### src/rtl/fpga_ddr3_dmaster_channel_arbiter_pkg.sv
// Shared dmaster arbitration types and round-robin search helper; purely combinational content.
// No latency or backpressure of its own; users add registers and flow control around it.
package fpga_ddr3_dmaster_pkg;

    localparam int RR_MAX_IN = 16;
    localparam int RR_IDX_W  = 4;

    typedef enum logic {
        ST_IDLE   = 1'b0,
        ST_LOCKED = 1'b1
    } arb_state_e;

    // Search wraps modulo 16; callers zero unused request bits so this equals wrap modulo NUM_IN.
    function automatic logic [RR_IDX_W-1:0] rr_select(input logic [RR_MAX_IN-1:0] valid,
                                                      input logic [RR_IDX_W-1:0]  ptr);
        logic [RR_IDX_W-1:0] idx;
        logic [RR_IDX_W-1:0] cand;
        logic                found;
        idx   = '0;
        found = 1'b0;
        for (int k = 0; k < RR_MAX_IN; k++) begin
            cand = ptr + RR_IDX_W'(k);
            if (!found && valid[cand]) begin
                idx   = cand;
                found = 1'b1;
            end
        end
        return idx;
    endfunction

endpackage

### src/rtl/fpga_ddr3_dmaster_channel_arbiter_if.sv
// Requester-side and output-side Avalon-ST signals of the dmaster channel arbiter.
// master = arbiter side, slave = requesters plus downstream sink.
interface fpga_ddr3_dmaster_channel_arbiter_if #(
    parameter int NUM_IN    = 4,
    parameter int DATA_W    = 8,
    parameter int CHANNEL_W = 8
);
    logic [NUM_IN-1:0]        in_valid;
    logic [NUM_IN-1:0]        in_ready;
    logic [NUM_IN*DATA_W-1:0] in_data;
    logic [NUM_IN-1:0]        in_startofpacket;
    logic [NUM_IN-1:0]        in_endofpacket;
    logic                     out_valid;
    logic                     out_ready;
    logic [DATA_W-1:0]        out_data;
    logic [CHANNEL_W-1:0]     out_channel;
    logic                     out_startofpacket;
    logic                     out_endofpacket;
    logic                     protocol_error;

    modport master (
        input  in_valid, in_data, in_startofpacket, in_endofpacket, out_ready,
        output in_ready, out_valid, out_data, out_channel, out_startofpacket,
               out_endofpacket, protocol_error
    );

    modport slave (
        output in_valid, in_data, in_startofpacket, in_endofpacket, out_ready,
        input  in_ready, out_valid, out_data, out_channel, out_startofpacket,
               out_endofpacket, protocol_error
    );
endinterface

### src/rtl/fpga_ddr3_dmaster_channel_arbiter_rr_pick.sv
// Combinational round-robin pick: first set req at or after ptr, wrapping; zero latency.
// No backpressure; any=0 means idx is meaningless.
module fpga_ddr3_dmaster_rr_pick
    import fpga_ddr3_dmaster_pkg::*;
#(
    parameter  int NUM_IN = 4,
    localparam int IDX_W  = (NUM_IN > 1) ? $clog2(NUM_IN) : 1
) (
    input  logic [NUM_IN-1:0] req,
    input  logic [IDX_W-1:0]  ptr,
    output logic [IDX_W-1:0]  idx,
    output logic              any
);
    logic [RR_MAX_IN-1:0] req_ext;
    logic [RR_IDX_W-1:0]  ptr_ext;
    logic [RR_IDX_W-1:0]  sel;

    assign req_ext = RR_MAX_IN'(req);
    assign ptr_ext = RR_IDX_W'(ptr);
    assign sel     = rr_select(req_ext, ptr_ext);
    assign idx     = sel[IDX_W-1:0];
    assign any     = |req;
endmodule

### src/rtl/fpga_ddr3_dmaster_channel_arbiter.sv
// Packet-locked round-robin arbiter onto one registered Avalon-ST byte stream; 1 cycle grant, 1 cycle data.
// Backpressure: granted in_ready = !out_valid || out_ready; output payload holds while out_ready is low.
module fpga_ddr3_dmaster_channel_arbiter
    import fpga_ddr3_dmaster_pkg::*;
#(
    parameter  int NUM_IN    = 4,
    parameter  int DATA_W    = 8,
    parameter  int CHANNEL_W = 8,
    localparam int IDX_W     = (NUM_IN > 1) ? $clog2(NUM_IN) : 1
) (
    input  logic clk,
    input  logic reset,
    fpga_ddr3_dmaster_channel_arbiter_if.master bus
);
    arb_state_e          state_q, state_d;
    logic [IDX_W-1:0]    grant_q, grant_d;
    logic [IDX_W-1:0]    rr_ptr_q, rr_ptr_d;
    logic                out_vld_q;
    logic [DATA_W-1:0]   out_dat_q;
    logic [IDX_W-1:0]    out_chan_q;
    logic                out_sop_q;
    logic                out_eop_q;
    logic                first_q;
    logic                perr_q;

    logic [IDX_W-1:0]    pick_idx;
    logic                pick_any;
    logic                sel_vld;
    logic [DATA_W-1:0]   sel_dat;
    logic                sel_sop;
    logic                sel_eop;
    logic                grant_rdy;
    logic                accept;
    logic [NUM_IN-1:0]   in_rdy;

    fpga_ddr3_dmaster_rr_pick #(.NUM_IN(NUM_IN)) u_rr_pick (
        .req (bus.in_valid),
        .ptr (rr_ptr_q),
        .idx (pick_idx),
        .any (pick_any)
    );

    always_comb begin
        sel_vld = 1'b0;
        sel_dat = '0;
        sel_sop = 1'b0;
        sel_eop = 1'b0;
        for (int i = 0; i < NUM_IN; i++) begin
            if (grant_q == IDX_W'(i)) begin
                sel_vld = bus.in_valid[i];
                sel_dat = bus.in_data[i*DATA_W +: DATA_W];
                sel_sop = bus.in_startofpacket[i];
                sel_eop = bus.in_endofpacket[i];
            end
        end
    end

    assign grant_rdy = (state_q == ST_LOCKED) && (!out_vld_q || bus.out_ready);
    assign accept    = grant_rdy && sel_vld;

    always_ff @(posedge clk or posedge reset) begin
        if (reset) begin
            state_q  <= ST_IDLE;
            grant_q  <= '0;
            rr_ptr_q <= '0;
        end else begin
            state_q  <= state_d;
            grant_q  <= grant_d;
            rr_ptr_q <= rr_ptr_d;
        end
    end

    always_comb begin
        state_d  = state_q;
        grant_d  = grant_q;
        rr_ptr_d = rr_ptr_q;
        case (state_q)
            ST_IDLE: begin
                if (pick_any) begin
                    state_d  = ST_LOCKED;
                    grant_d  = pick_idx;
                    rr_ptr_d = (pick_idx == IDX_W'(NUM_IN - 1)) ? '0 : pick_idx + 1'b1;
                end
            end
            ST_LOCKED: begin
                // No timeout: an idle granted requester holds the lock until its EOP.
                if (accept && sel_eop) begin
                    state_d = ST_IDLE;
                end
            end
            default: state_d = ST_IDLE;
        endcase
    end

    always_comb begin
        in_rdy = '0;
        for (int i = 0; i < NUM_IN; i++) begin
            if (grant_q == IDX_W'(i)) begin
                in_rdy[i] = grant_rdy;
            end
        end
    end

    always_ff @(posedge clk or posedge reset) begin
        if (reset) begin
            out_vld_q  <= 1'b0;
            out_dat_q  <= '0;
            out_chan_q <= '0;
            out_sop_q  <= 1'b0;
            out_eop_q  <= 1'b0;
        end else if (accept) begin
            out_vld_q  <= 1'b1;
            out_dat_q  <= sel_dat;
            out_chan_q <= grant_q;
            out_sop_q  <= sel_sop;
            out_eop_q  <= sel_eop;
        end else if (bus.out_ready) begin
            out_vld_q  <= 1'b0;
        end
    end

    // first_q marks that the next accepted beat is the opening beat of the locked packet.
    always_ff @(posedge clk or posedge reset) begin
        if (reset) begin
            first_q <= 1'b0;
            perr_q  <= 1'b0;
        end else begin
            if (state_q == ST_IDLE && pick_any) begin
                first_q <= 1'b1;
            end else if (accept) begin
                first_q <= 1'b0;
            end
            if (accept && first_q && !sel_sop) begin
                perr_q <= 1'b1;
            end
        end
    end

    assign bus.in_ready          = in_rdy;
    assign bus.out_valid         = out_vld_q;
    assign bus.out_data          = out_dat_q;
    assign bus.out_channel       = CHANNEL_W'(out_chan_q);
    assign bus.out_startofpacket = out_sop_q;
    assign bus.out_endofpacket   = out_eop_q;
    assign bus.protocol_error    = perr_q;
endmodule

### src/flat_wrapper.sv
// flat-port wrapper written by rule: the top's interface ports become plain ports
module fpga_ddr3_dmaster_channel_arbiter_flat import fpga_ddr3_dmaster_pkg::*;
#(
    parameter  int NUM_IN    = 4,
    parameter  int DATA_W    = 8,
    parameter  int CHANNEL_W = 8,
    localparam int IDX_W     = (NUM_IN > 1) ? $clog2(NUM_IN) : 1
)
  (clk, reset, bus_in_valid, bus_in_data, bus_in_startofpacket, bus_in_endofpacket, bus_out_ready, bus_in_ready, bus_out_valid, bus_out_data, bus_out_channel, bus_out_startofpacket, bus_out_endofpacket, bus_protocol_error);
  fpga_ddr3_dmaster_channel_arbiter_if #(.NUM_IN(NUM_IN), .DATA_W(DATA_W), .CHANNEL_W(CHANNEL_W)) bus_i ();
  input  logic clk;
  input  logic reset;
  input wire logic [$bits(bus_i.in_valid)-1:0] bus_in_valid;
  input wire logic [$bits(bus_i.in_data)-1:0] bus_in_data;
  input wire logic [$bits(bus_i.in_startofpacket)-1:0] bus_in_startofpacket;
  input wire logic [$bits(bus_i.in_endofpacket)-1:0] bus_in_endofpacket;
  input wire logic [$bits(bus_i.out_ready)-1:0] bus_out_ready;
  output wire logic [$bits(bus_i.in_ready)-1:0] bus_in_ready;
  output wire logic [$bits(bus_i.out_valid)-1:0] bus_out_valid;
  output wire logic [$bits(bus_i.out_data)-1:0] bus_out_data;
  output wire logic [$bits(bus_i.out_channel)-1:0] bus_out_channel;
  output wire logic [$bits(bus_i.out_startofpacket)-1:0] bus_out_startofpacket;
  output wire logic [$bits(bus_i.out_endofpacket)-1:0] bus_out_endofpacket;
  output wire logic [$bits(bus_i.protocol_error)-1:0] bus_protocol_error;
  assign bus_i.in_valid = bus_in_valid;
  assign bus_i.in_data = bus_in_data;
  assign bus_i.in_startofpacket = bus_in_startofpacket;
  assign bus_i.in_endofpacket = bus_in_endofpacket;
  assign bus_i.out_ready = bus_out_ready;
  assign bus_in_ready = bus_i.in_ready;
  assign bus_out_valid = bus_i.out_valid;
  assign bus_out_data = bus_i.out_data;
  assign bus_out_channel = bus_i.out_channel;
  assign bus_out_startofpacket = bus_i.out_startofpacket;
  assign bus_out_endofpacket = bus_i.out_endofpacket;
  assign bus_protocol_error = bus_i.protocol_error;
  fpga_ddr3_dmaster_channel_arbiter #(.NUM_IN(NUM_IN), .DATA_W(DATA_W), .CHANNEL_W(CHANNEL_W)) u_core (.clk(clk), .reset(reset), .bus(bus_i));
endmodule
### config.mk
export PLATFORM = sky130hd
export DESIGN_NAME = fpga_ddr3_dmaster_channel_arbiter_flat
export DESIGN_NICKNAME = d
export VERILOG_FILES = /design/src/rtl/fpga_ddr3_dmaster_channel_arbiter_pkg.sv /design/src/rtl/fpga_ddr3_dmaster_channel_arbiter_if.sv /design/src/rtl/fpga_ddr3_dmaster_channel_arbiter_rr_pick.sv /design/src/rtl/fpga_ddr3_dmaster_channel_arbiter.sv /design/src/flat_wrapper.sv
export SDC_FILE = /design/constraint.sdc
export NUM_CORES = 1
export LEC_CHECK = 0
export ABC_AREA = 1
export CAP_MARGIN = 25
export CORE_MARGIN = 2
export CORE_UTILIZATION = 40
export CTS_CLUSTER_DIAMETER = 200
export DETAILED_ROUTE_END_ITERATION = 10
export PLACE_DENSITY = 0.8
export SLEW_MARGIN = 25
export SYNTH_ARGS = -nofsm -noshare
export SYNTH_HDL_FRONTEND = slang
export SYNTH_SLANG_ARGS = --single-unit
export TNS_END_PERCENT = 20
### constraint.sdc
create_clock -name clk -period 2.4 [get_ports clk]
set_input_delay 0.6 -clock clk [delete_from_list [all_inputs] [get_ports clk]]
set_output_delay 0.6 -clock clk [all_outputs]
set_load 0.02 [all_outputs]
---- After elaboration in Yosys (flattened, before gate mapping) ----
Index checks and enable logic that the tools add are counted.
W data, S select, Z words.
word-level totals
  register bits after elaboration ......... 20
  logic and storage cells ................. 182
  bits of input ports ..................... 47
  output and inout port bits .............. 24
cells by class
  muxes and demuxes ....................... 91
  magnitude comparators ................... 16
  eq/ne operators ......................... 4
  reductions and logical operators ........ 44
  $add $sub $neg .......................... 16
  bitwise operators ....................... 1
operators with widths
  cell                   number
  $bmux W1 S4            15
  $lt A4 B5 Y1 const B   12
  $mux W1                53
  $mux W2                17
  $mux W8                4
  $logic_and A1 B1 Y1    21
  $logic_not A1 Y1       17
  $add A2 B3 Y4 const B  4
  $add A2 B4 Y4 const B  4
  $lt A3 B5 Y1 const B   3
  $add A3 B3 Y4 const B  2
  $add A2 B2 Y3 const B  2
  $eq A2 B2 Y1 const B   3
  $lt A2 B5 Y1 const B   1
  $add A3 B1 Y4 const B  1
  $add A3 B2 Y4 const B  1
  $reduce_bool A2 Y1     2
  $reduce_or A4 Y1       1
  $add A2 B1 Y3 const B  1
  $add A2 B1 Y2 const B  1
  $bmux W1 S2            1
  $eq A2 B1 Y1 const B   1
  $logic_not A2 Y1       1
  $pmux W1 S2            1
  3 further kinds        3

---- Depth between registers and ports, before layout ----
Gate-level depths: netlist of run 1.
  word-level depth ........................ 50
  mapped depth ............................ 15
  mapped depth without buffers ............ 14

---- Modules after synthesis ----
A second synthesis of run 1 with hierarchy kept.
unflattened totals
  cells, all modules ...................... 225
  area total of the unflattened synthesis .. 1,567.8 um2
by module, submodules not included
  module                             times used  cells an instance  area each (um2)  seq. area each (um2)
  fpga_ddr3_dmaster_channel_arbiter  1           166                1,233.7          500.5
  fpga_ddr3_dmaster_rr_pick          1           59                 334.1            0.0

---- Worst setup path before layout of run 1 ----
No wires, ideal clock.
  path kind ............................... reg2reg
  from .................................... reg u_core.rr_ptr_q[0]
  to ...................................... reg u_core.rr_ptr_q[0]
  setup time .............................. 119 ps
  setup slack ............................. 580 ps
  data required time ...................... 2,281 ps
  cell stages (with the launch flop) ...... 15
  clock period less this slack ............ 1,820 ps
  path buffers ............................ 1
  data arrival time ....................... 1,701 ps
  cell sequence ........................... dfrtp_1 > buf_6 > inv_6 > ha_1 > inv_1 > nand3_1 > nand3_2 > inv_4 > nor2_4 > nand3b_1 > nand2_1 > nand2_1 > nand2_2 > nand2_2 > o21a_1
on the way
  word-level cells in the longest chain between the ends .. 50
  elaborated cells between the ends (all ways) .. 111
  classes of those cells .................. 16 x add/sub; 1 x eq/ne; 64 x mux; 30 x reduce/logical
ends and longest elaborated chain
  what                                                    RTL line                                     source
  from (decl)                                             fpga_ddr3_dmaster_channel_arbiter.sv:17      logic [IDX_W-1:0] rr_ptr_q, rr_ptr_d;
  from (signal assigned)                                  fpga_ddr3_dmaster_channel_arbiter.sv:69      rr_ptr_q <= rr_ptr_d;
  branches (longest 47 deep; another with $add A2 B1 Y3)  --
  $mux W2 (*)                                             fpga_ddr3_dmaster_channel_arbiter_pkg.sv:23  if (!found && valid[cand]) begin
  $add A2 B1 Y2 / $eq A2 B2 Y1 (equally long branches)    fpga_ddr3_dmaster_channel_arbiter.sv:82      rr_ptr_d = (pick_idx == IDX_W'(NUM_IN - 1)) ? '0 : pick_idx + 1'b1;
  $mux W2 (*)                                             fpga_ddr3_dmaster_channel_arbiter.sv:82
Mark *: on every way between the ends. The select of a mux whose other input is x is not followed.
A chain may end at the register's enable or synchronous reset.

---- Worst setup path after layout of run 1 ----
  from .................................... in bus_out_ready
  to ...................................... out bus_in_ready[3]
on the way
  word-level cells in the longest chain between the ends .. 3
ends and longest elaborated chain
  what                 RTL line                                 source
  from (decl)          flat_wrapper.sv:17                       input wire logic [$bits(bus_i.out_ready)-1:0] bus_out_ready;
  $logic_or A1 B1 Y1   fpga_ddr3_dmaster_channel_arbiter.sv:58  assign grant_rdy = (state_q == ST_LOCKED) && (!out_vld_q || bus.out_ready);
  $logic_and A1 B1 Y1  fpga_ddr3_dmaster_channel_arbiter.sv:58
  $mux W1              fpga_ddr3_dmaster_channel_arbiter.sv:98  if (grant_q == IDX_W'(i)) begin
  to (decl)            flat_wrapper.sv:18                       output wire logic [$bits(bus_i.in_ready)-1:0] bus_in_ready;
Every way passes these cells.

==> impl_metrics.toml, run 1 <==
[grt]
grt_pass1_wl_mm = 6.872
grt_max_degree = 21
antenna_found_initial = 0
grt_use_total = 0.2108
first_global_vias = 1465
overflow = 0

[clock_network]
postCtsSetupRepairBufs = 0
clk_pin_slew_ps = 130
cts_buffers = 3
clockBufferDepth = 2
htree_levels = 1
clock_latency_ps = 310
cts.sinks = 20
cts_tree = "yes"
clockRootBuffer = "clkbuf_4"

[timing]
fin_hold_ws_ps = 479.0
relSlewSlack = 0.6147
worstMarginPinSlew_ps = 575.2
fin_ws_ps = 79.03
timing.fmax_ghz = 0.4309
slew_viol_final = 0
fin_crit_sh = 0.9671
finalCriticalPeriod_ps = 2321
timing.final.hold_violations = 0
skew_ps = 1.535
setup_viol = 0
rsz0062_at_grt = "no"

[synth]
synth_top_area_cell = "dfrtp_1"
yosysWarnings = 0
ys_types = 33
yosysTopAreaCellShare = 0.3484
netlist_area_sq_um = 1436
syn_area_per_cell_sq_um = 6.939
ys_seq_area_frac = 0.3484
syn_inst = 207
synth_area_leaders = "dfrtp_1 35%, nand2_1 17%, nand3_1 7.3%, nor2_1 4.7%, inv_1 3.7%"
ys_ff_latch = 20

[final_layout]
design_area_sq_um = 2178
multi_input_area_sq_um = 797.0
syn2layout_area_growth_pct = 51.66
regArea_sq_um = 500.5
drive_above_1_share = 0.1091
diodes = 0
final_nets = 325
fill_cells = 309

[floorplanning]
start_util = 0.4238
die_width_microns = 63.93
die-area_sq_um = 4086
ios = 71
rows = 21
core_sq_um = 3390
dieHeight_microns = 63.93

[drt]
postRouteAntennaNets = 0
wl_per_cell_microns = 13.02
drt_wl_total_mm = 4.180
drt_iter0_drc = 130
drcViolationCount = 0
first_pass_iters = 4
viasPerCell = 4.900
vias = 1573

[critical_path]
timing.rr.start = "u_core.rr_ptr_q[1]"
rrSetupSlack_ps = 320
r2r_cells = 13
endpoint_kind = "output pin"
worstPathArrival_ps = 1720
path_max_fanout = 5
path_class = "input pin to output pin"
cp.required_ps = 1800
reg2reg_to = "u_core.rr_ptr_q[1]"
cp-start-kind = "input pin"

[min_path]
min_from = "u_core.bus.protocol_error"
hold_end = "u_core.bus.protocol_error"
hold_depth = 1
min_path_type = "flip-flop to flip-flop"

[place]
place_congestion = 0.8265
place_ws_ps = -242.5
placed_cell_area_sq_um = 2143
portBuffers = 64
place_hpwl_mm = 3.314

[job]
maxCapViolations = 0

[outcome]
status = "complete, no violations"

[pwr]
ir_worst_vdd_uv = 657.8
p_per_area_nw_per_um2 = 1280
leakagePower_nw = 1.045
[layout by cell type (no fill, tap or decap)]
cell / count
a31oi_1: 1
inv_4: 1
a211oi_1: 1
clkdlybuf4s50_1: 60
o21ai_0: 9
nand4_1: 1
o21ai_2: 2
nor2_1: 18
and2_1: 1
inv_1: 14
a21oi_1: 4
nand2_4: 2
o211ai_1: 2
nand3_2: 2
conb_1: 6
inv_6: 1
clkbuf_8: 1
nor2_4: 1
buf_12: 1
dfrtp_1: 20
nor3_1: 1
nand2_1: 64
a21oi_4: 1
nand2_2: 5
ha_1: 2
buf_4: 7
a21o_1: 1
nand3_1: 21
o21ai_1: 8
inv_2: 3
clkbuf_4: 3
nand3b_1: 1
a221oi_1: 5
o21a_1: 1
dlygate4sd2_1: 4
[power breakdown]
part | internal [W] | total [W] | leakage (nW) | switching (W)
Sequential | 0.000500 | 0.000618 | 0.240 | 0.000118
Combinational | 0.000812 | 0.00196 | 0.784 | 0.00115
Clock | 0.0000925 | 0.000209 | 0.0210 | 0.000116
Total | 0.00140 | 0.00279 | 1.05 | 0.00138
[timing repair]
item | in CTS | in global routing
hold buffers | 0 | 0
gates resized for setup | 5 | 0
hold endpoints to repair | 0 | 0
endpoints found under the setup margin | 4 | 0
[how the worst max path moves through the flow]
stage | startpoint | slack (ps) | to
4_1_cts | bus_out_ready | 70 | bus_in_ready[3]
5_1_grt | bus_out_ready | 10 | bus_in_ready[3]
3_5_place_dp | bus_out_ready | -240 | bus_in_ready[3]
3_3_place_gp | bus_out_ready | -200 | bus_in_ready[2]
6_report | bus_out_ready | 80 | bus_in_ready[3]
2_1_floorplan | u_core.rr_ptr_q[0] | 580 | u_core.rr_ptr_q[0]
[flip-flops by register name, indices dropped and copies added (netlist names)]
signal / cells
u_core.bus.out_endofpacket: 1
u_core.bus.out_valid: 1
u_core.out_chan_q: 2
u_core.rr_ptr_q: 2
u_core.bus.out_startofpacket: 1
u_core.state_q: 1
u_core.first_q: 1
u_core.bus.protocol_error: 1
u_core.grant_q: 2
u_core.bus.out_data: 8
[metal layers]
metal / up-vias / track usage / wire length (microns)
li1: 800 / - / -
met1: 724 / 0.2667 / 1783
met2: 45 / 0.3828 / 2172
met3: 4 / 0.02641 / 177
met4: 0 / 0.04076 / 47
met5: - / 0 / 0
[cells by family after synthesis]
| kind of cell | synth area share |
|---|---|
| adder cells (fa/ha/maj) | 0.01742 |
| buffers and inverters | 0.1124 |
| AND/OR/NAND/NOR | 0.3641 |
| other | 0.002611 |
| flip-flops | 0.3484 |
| AO/OA/AOI/OAI | 0.1551 |
[stage by stage]
step	utilization	TNS, ps	power, W	cells
after detailed placement	0.6323	-864.0	0.002597	317
after floorplan	-	0	0.001916	212
after CTS	0.6427	0	0.002789	321
after global routing	0.6427	0	0.003043	321
final	0.6427	0	0.002787	321
after global placement	0.6323	-727.4	0.002568	317
[Yosys cell counts, drive strengths merged]
cell,number
conb,1
o211ai,2
a221oi,5
buf,10
ha,2
a211oi,1
a21oi,5
o21a,1
nand3,23
and2,1
o21ai,19
nor3,1
nand3b,1
clkbuf,3
nor2,19
a21o,1
inv,19
nand4,1
nand2,71
dfrtp,20
a31oi,1
[cell type report]
class | count | area share
Multi-Input combinational cell | 160 | 0.3659
Sequential cell | 20 | 0.2298
Timing Repair Buffer | 72 | 0.3251
Inverter | 19 | 0.03619
Tap cell | 46 | 0.02642
Clock buffer | 4 | 0.01666
[critical path, stage by stage]
cell,delay (ps)
clkdlybuf4s50_1,430
o21ai_2,260
nor2_1,100
dlygate4sd2_1,330
Note: power is estimated with default switching activity, not from simulation.
==> inputs of run 2 (changes only) <==
CTS_CLUSTER_SIZE = 24   (was default)
==> results of run 2 <==
The final DEF is identical to that of run 1; final timing and power are the same.
==> inputs of run 3 (changes only) <==
CTS_CLUSTER_SIZE = 30   (was 24)
==> results of run 3 <==
The final DEF is identical to that of run 1; final timing and power are the same.
